[config.mk]
export PLATFORM = sky130hd
export DESIGN_NAME = ttl245_bus_arbiter
export DESIGN_NICKNAME = d
export VERILOG_FILES = /design/src/rtl/ttl245_bus_arbiter.sv
export SDC_FILE = /design/constraint.sdc
export NUM_CORES = 1
export LEC_CHECK = 0
export BUFFER_PORTS_ARGS = -buffer_cell sky130_fd_sc_hd__buf_4
export CAP_MARGIN = 20
export CORE_ASPECT_RATIO = 0.7
export CORE_MARGIN = 2
export CORE_UTILIZATION = 46
export DETAILED_ROUTE_END_ITERATION = 10
export PLACE_DENSITY = 0.69
export SLEW_MARGIN = 20
export SYNTH_ARGS = -nofsm -noshare
export SYNTH_HDL_FRONTEND = slang
export SYNTH_SLANG_ARGS = --single-unit
[constraint.sdc]
create_clock -name i_clk -period 2.03 [get_ports i_clk]
set_input_delay 0.406 -clock i_clk [delete_from_list [all_inputs] [get_ports i_clk]]
set_output_delay 0.406 -clock i_clk [all_outputs]
set_load 0.005 [all_outputs]
[src/rtl/ttl245_bus_arbiter.sv]
// Purpose : round-robin owner of a shared data bus fronted by NUM_REQ 74LS245 transceivers.
// Latency : grant 1 cycle after req, OE_n low after TURNAROUND_CYCLES more, ready after SETTLE_CYCLES more.
// Backpress: requesters hold req until done; ready drops on release, direction change or reset.
//
// Ports:
//   i_clk      system clock, rising edge
//   i_reset    synchronous active-high reset
//   i_req      per-requester bus request (level, held for whole transfer)
//   i_dir_req  per-requester direction, 1 = A to B, 0 = B to A
//   o_grant    one-hot registered grant
//   o_ready    granted path enabled and settled
//   o_busy     arbiter not idle
//   o_oe_n     per-transceiver output enable, active low
//   o_dir      per-transceiver DIR pin
module ttl245_bus_arbiter #(
   parameter int NUM_REQ           = 4,
   parameter int TURNAROUND_CYCLES = 2,
   parameter int SETTLE_CYCLES     = 1
) (
   input  logic               i_clk,
   input  logic               i_reset,
   input  logic [NUM_REQ-1:0] i_req,
   input  logic [NUM_REQ-1:0] i_dir_req,
   output logic [NUM_REQ-1:0] o_grant,
   output logic               o_ready,
   output logic               o_busy,
   output logic [NUM_REQ-1:0] o_oe_n,
   output logic [NUM_REQ-1:0] o_dir
);

   localparam int PW      = $clog2(NUM_REQ);
   localparam int CNT_MAX = (TURNAROUND_CYCLES > SETTLE_CYCLES) ? TURNAROUND_CYCLES : SETTLE_CYCLES;
   localparam int CW      = $clog2(CNT_MAX + 1);

   typedef enum logic [1:0] {
      S_IDLE   = 2'd0,
      S_TURN   = 2'd1,
      S_SETTLE = 2'd2,
      S_ACTIVE = 2'd3
   } state_t;

   state_t             r_state, w_state;
   logic [CW-1:0]      r_cnt, w_cnt;
   logic [PW-1:0]      r_ptr, w_ptr;
   logic [PW-1:0]      r_sel, w_sel;
   logic [NUM_REQ-1:0] r_grant, w_grant;
   logic               r_ready, w_ready;
   logic [NUM_REQ-1:0] r_oe_n, w_oe_n;
   logic [NUM_REQ-1:0] r_dir, w_dir;

   logic               w_any;
   logic [PW-1:0]      w_pick;
   int                 w_idx;

   // First set request at or after the pointer. Scanning from the far end
   // downwards lets the closest candidate overwrite the others.
   always_comb begin : rr_pick
      w_any  = 1'b0;
      w_pick = '0;
      w_idx  = 0;
      for (int i = NUM_REQ - 1; i >= 0; i--) begin
         w_idx = int'(r_ptr) + i;
         if (w_idx >= NUM_REQ) w_idx = w_idx - NUM_REQ;
         if (i_req[w_idx]) begin
            w_any  = 1'b1;
            w_pick = PW'(w_idx);
         end
      end
   end

   always_comb begin : fsm_next
      w_state = r_state;
      w_cnt   = r_cnt;
      w_ptr   = r_ptr;
      w_sel   = r_sel;
      w_grant = r_grant;
      w_ready = r_ready;
      w_oe_n  = r_oe_n;
      w_dir   = r_dir;
      case (r_state)
         S_IDLE: begin
            if (w_any) begin
               w_sel          = w_pick;
               w_grant        = '0;
               w_grant[w_pick] = 1'b1;
               w_dir[w_pick]  = i_dir_req[w_pick];
               w_cnt          = CW'(TURNAROUND_CYCLES - 1);
               w_state        = S_TURN;
            end
         end
         default: begin
            if (!i_req[r_sel]) begin
               // Release wins over everything; DIR is left where it was.
               w_state = S_IDLE;
               w_grant = '0;
               w_oe_n  = '1;
               w_ready = 1'b0;
               w_ptr   = (r_sel == PW'(NUM_REQ - 1)) ? '0 : r_sel + 1'b1;
            end else if (r_state == S_TURN) begin
               // OE_n is still high, so DIR may track the request freely.
               w_dir[r_sel] = i_dir_req[r_sel];
               if (r_cnt == '0) begin
                  w_oe_n[r_sel] = 1'b0;
                  w_cnt         = CW'(SETTLE_CYCLES - 1);
                  w_state       = S_SETTLE;
               end else begin
                  w_cnt = r_cnt - 1'b1;
               end
            end else if (i_dir_req[r_sel] != r_dir[r_sel]) begin
               // Never flip DIR under an enabled 245: disable, flip, redo turnaround.
               w_oe_n[r_sel] = 1'b1;
               w_ready       = 1'b0;
               w_dir[r_sel]  = i_dir_req[r_sel];
               w_cnt         = CW'(TURNAROUND_CYCLES - 1);
               w_state       = S_TURN;
            end else if (r_state == S_SETTLE) begin
               if (r_cnt == '0) begin
                  w_ready = 1'b1;
                  w_state = S_ACTIVE;
               end else begin
                  w_cnt = r_cnt - 1'b1;
               end
            end
         end
      endcase
   end

   always_ff @(posedge i_clk) begin
      if (i_reset) begin
         r_state <= S_IDLE;
         r_cnt   <= '0;
         r_ptr   <= '0;
         r_sel   <= '0;
         r_grant <= '0;
         r_ready <= 1'b0;
         r_oe_n  <= '1;
         r_dir   <= '0;
      end else begin
         r_state <= w_state;
         r_cnt   <= w_cnt;
         r_ptr   <= w_ptr;
         r_sel   <= w_sel;
         r_grant <= w_grant;
         r_ready <= w_ready;
         r_oe_n  <= w_oe_n;
         r_dir   <= w_dir;
      end
   end

   assign o_grant = r_grant;
   assign o_ready = r_ready;
   assign o_busy  = (r_state != S_IDLE);
   assign o_oe_n  = r_oe_n;
   assign o_dir   = r_dir;

endmodule

==> flow_results.org <==
** Timing
- Across the routed clock network, the largest skew measured is roughly 0.0042 ns.
- Endpoints failing setup :: 0
- Worst path setup slack after routing :: around 0.14 ns
- Final period util :: 92.9%
- Worst-case hold slack :: 0.472 ns
- Setup repair after global routing left no endpoint under its margin.
- Final Max Tran Viols :: 0
- At the pin with the least slew margin, the transition time is 0.423 ns.
- Final-layout setup total negative slack :: 0 ns
- Minimum period implied by the final worst setup slack :: between 1.5 and 2 ns
- The worst pin sits at a relative slew slack of 71.8%.
- Derived from the worst setup path, the maximum achievable clock frequency is approximately 530 MHz.
- Final Hold Fails :: 0

** Synthesis
- The number of nets handed over by synthesis was 185.
- By area the synthesized netlist is led by dfxtp_1 (30%), a21oi_1 (8.3%), mux4_2 (6.5%).
- Area leader, netlist :: dfxtp_1
- Mean cell area of the mapped netlist :: 8.29 um^2
- After technology mapping, the gate count stands at between 150 and 200.
- The commonest cells after synthesis are a21oi_1 (23), dfxtp_1 (21), nor2_1 (15).
- Post-synthesis cell type count :: 42
- Post-Synth XOR/XNOR Area :: around 5.0%
- Synthesized area :: 0.00139 mm^2
- The synthesized design devotes to its leading area cell type a little under a third of total area.
- For this run, the number of Yosys warnings is 0.
- Largest family of logic cells by synthesized area :: compound AO/OA/AOI/OAI gates
- Primary flip-flop cell chosen by synthesis mapping :: dfxtp_1
- Of the total synthesized cell area, the portion taken by AND, OR, NAND and NOR gates is about 18%.
- Most used standard cell by instance count after synthesis :: a21oi_1
- The synthesized design contains 0 enable-type register cells.
- Of the post-synthesis cell area, the part taken by muxes is under 10%.
- After synthesis the netlist holds a flip-flop and latch count of 21.
- The synthesized netlist devotes a little over a quarter of its cell area to compound gates.
- Sequential share of the synthesized area :: a little under a third
- Ys async rst share :: 0%
- Of the total synthesized cell area, the portion taken by full adders, half adders and majority gates is approximately 6.3%.

** Critical path
- At the worst endpoint, the arrival time is 2.06 ns.
- Of all nets on the critical path, the largest fanout is 4.
- Reg-to-reg setup timing slack :: 0.14 ns
- The worst setup path is of the flop to flop kind.
- CP Data Required Time :: roughly 2.2 ns
- Endpoint class of the critical path :: flop
- The worst register-to-register path begins at o_dir[3].
- For the worst flop-to-flop path, the logic depth is 6.
- Startpoint type of the worst setup path :: flop
- In this run the critical register-to-register path is captured at o_dir[1].

** Layout
- 0 antenna diodes ended up in the layout.
- Sequential cell area :: 423 um^2
- Share of final-layout standard cells stronger than drive strength 1 :: between 20% and 30%
- Number of nets at the end of the flow :: between 200 and 250
- Fill cells in the final layout number between 200 and 300.
- Post-Route Utilization :: about three fifths
- Final cell area excluding filler cells :: about 0.0017 mm^2
- Leaving out filler cells and counting taps, the final layout contains about 240.
- Syn-to-layout area delta :: 24.0%
- Area used by multi-input combinational logic :: approximately 910 um^2

** Job
- Number of max-cap violations :: 0

** Worst hold path
- The startpoint identified for the worst hold timing path is i_reset.
- For hold timing, the worst endpoint is r_sel[0].
- Hold/Removal Path Class :: input port to flop
- Cell depth of the worst hold path :: 2

** Clock network
- Root Buffer :: clkbuf_8
- Clk buf depth :: 2
- Clock network latency to the later pin of the worst-skew pair :: roughly 0.26 ns
- Clock Sinks :: 21
- CTS built an H-tree with a depth of 1.
- Number of buffers inserted during clock tree synthesis :: 3
- CTS tree :: done
- Clock-pin slew was measured on the worst setup and hold paths at roughly 0.080 ns.

** Placement
- GP Congestion :: approximately 1.0
- The count of buffers added on input and output ports is 23.
- DPL Wire Length :: about 2800 um
- At the placement stage, the worst setup path has a slack of -0.102 ns.
- Once placement finished, the instance area stood at ~0.0017 mm^2.
- Once placement completed, the tool counted placed cells totaling about 230.

** Drt
- Count of antenna-violating nets left after detailed routing :: 0
- Across all layers, the routed design uses around 1400 vias.
- Routed vias/inst :: between 5 and 6
- DRT iter0 DRCs :: 162
- After detailed routing, the number of remaining DRC violations is 0.
- For this run, the detailed router's first-pass iteration total came to 4.
- Final routed wire length divided by cell count :: between 15 and 20 um
- Detailed-route wire length :: between 3000 and 4000 um

** Global route
- The first global-routing pass estimated a little over 6000 um of wire.
- Antenna violations before repair :: 0
- All-Layer GR Usage :: between 20 and 25%
- Entering global routing, the biggest net connects 22 pins.
- Vias in the first global route :: approximately 1200
- The total overflow left after global routing is 0.

** Floorplan
- Core Region :: roughly 0.0028 mm^2
- The die is around 70 um wide.
- DIE AREA :: 0.00349 mm^2
- Core Rows :: 16
- I/O pin cnt :: 24
- Effective utilization at floorplan :: approximately 50%
- The floorplan step set the die height to about 50 um.

** Pwr
- IR analysis of the VDD net gives a maximum drop of around 650 uV.
- Total Power :: between 1 and 1.5 mW
- Dividing total power by cell area gives a power density of roughly 790 mW/mm^2.
- For this design the static power due to leakage is 0.711 nW.

** Run status
- Result of the run :: completed
-- registers in the layout, indices dropped and copies added, names as in the netlist --
name and cells:
r_state 2, o_ready 1, r_ptr 2, o_grant 4, r_sel 2, o_oe_n 4, o_dir 4, r_cnt 2
-- kinds of logic (layout without fill, tap and decap cells) --
kind of cell,Yosys count,after routing
multiplexers,6,6
AND/OR/NAND/NOR,50,50
buffers and inverters,16,50
adder cells (fa/ha/maj),7,7
XOR/XNOR,8,8
flip-flops,21,21
AO/OA/AOI/OAI,60,60
-- metal layers --
| metal | vias to the layer above | part of all wire [%] | GRT usage [%] |
|---|---|---|---|
| met3 | 4 | 9.6 | 6.13 |
| met2 | 63 | 40 | 30.5 |
| met1 | 648 | 49 | 35.2 |
| met5 | - | 0 | 0 |
| met4 | 0 | 0.88 | 4.49 |
| li1 | 689 | - | - |
-- final cells by class --
cell class              count  area share (%)
flip-flops and latches     21            24.5
inverters                  12            2.61
multi-input cells         131            52.8
well taps                  36            2.61
clock inverters             1           0.290
repair buffers             34            14.8
clock buffers               3            2.39
-- worst max-delay path, cell delays in order, from the launching register on --
cell	delay, ns
dfxtp_1	0.45
xnor2_1	0.11
mux4_2	0.50
o21ai_1	0.27
buf_4	0.17
a21oi_1	0.06
a311oi_1	0.25
-- placed cells by master, fill, tap and decap left out, drive strengths merged --
cell type  netlist  layout
xnor2            4       4
o32a             1       1
or4              2       2
buf              1      34
nor2            16      16
o32ai            1       1
mux2i            1       1
nor3             5       5
o22a             1       1
nor3b            1       1
and2             1       1
or3              2       2
nand2b           6       6
dfxtp           21      21
clkbuf           3       3
o21ai           12      12
ha               7       7
a22oi            6       6
a311oi           2       2
clkinv           1       2
or2              1       1
a211o            1       1
nand2           13      13
a211oi           3       3
mux4             5       5
a41o             1       1
inv             11      11
o2111ai          1       1
o21a             1       1
o22ai            3       3
xor2             4       4
nor2b            3       3
a21oi           23      23
a32oi            2       2
a221oi           1       1
a2111oi          1       1
-- worst max path at each step --
stage | startpoint | endpoint | slack, ns | depth (start not counted)
after floorplan | r_sel[0] | r_cnt[0] | 0.11 | 6
after global placement | i_req[3] | o_dir[0] | -0.10 | 5
after detailed placement | i_req[3] | o_dir[0] | -0.10 | 5
after CTS | r_sel[0] | o_dir[0] | 0.01 | 4
after global routing | r_sel[0] | o_dir[0] | 0.05 | 4
final | o_dir[3] | o_dir[1] | 0.14 | 6
-- where the power goes --
group | switching [mW] | internal (mW) | total, mW
combinational | 0.319 | 0.264 | 0.583
sequential | 0.0441 | 0.458 | 0.502
clock | 0.143 | 0.137 | 0.280
-- repair_timing --
item	in CTS	in global routing
endpoints found under the setup margin	0	2
hold endpoints to repair	0	0
setup buffers	0	0
hold buffers	0	0
resized for setup	0	3
Note: power is estimated with default switching activity, not from simulation.
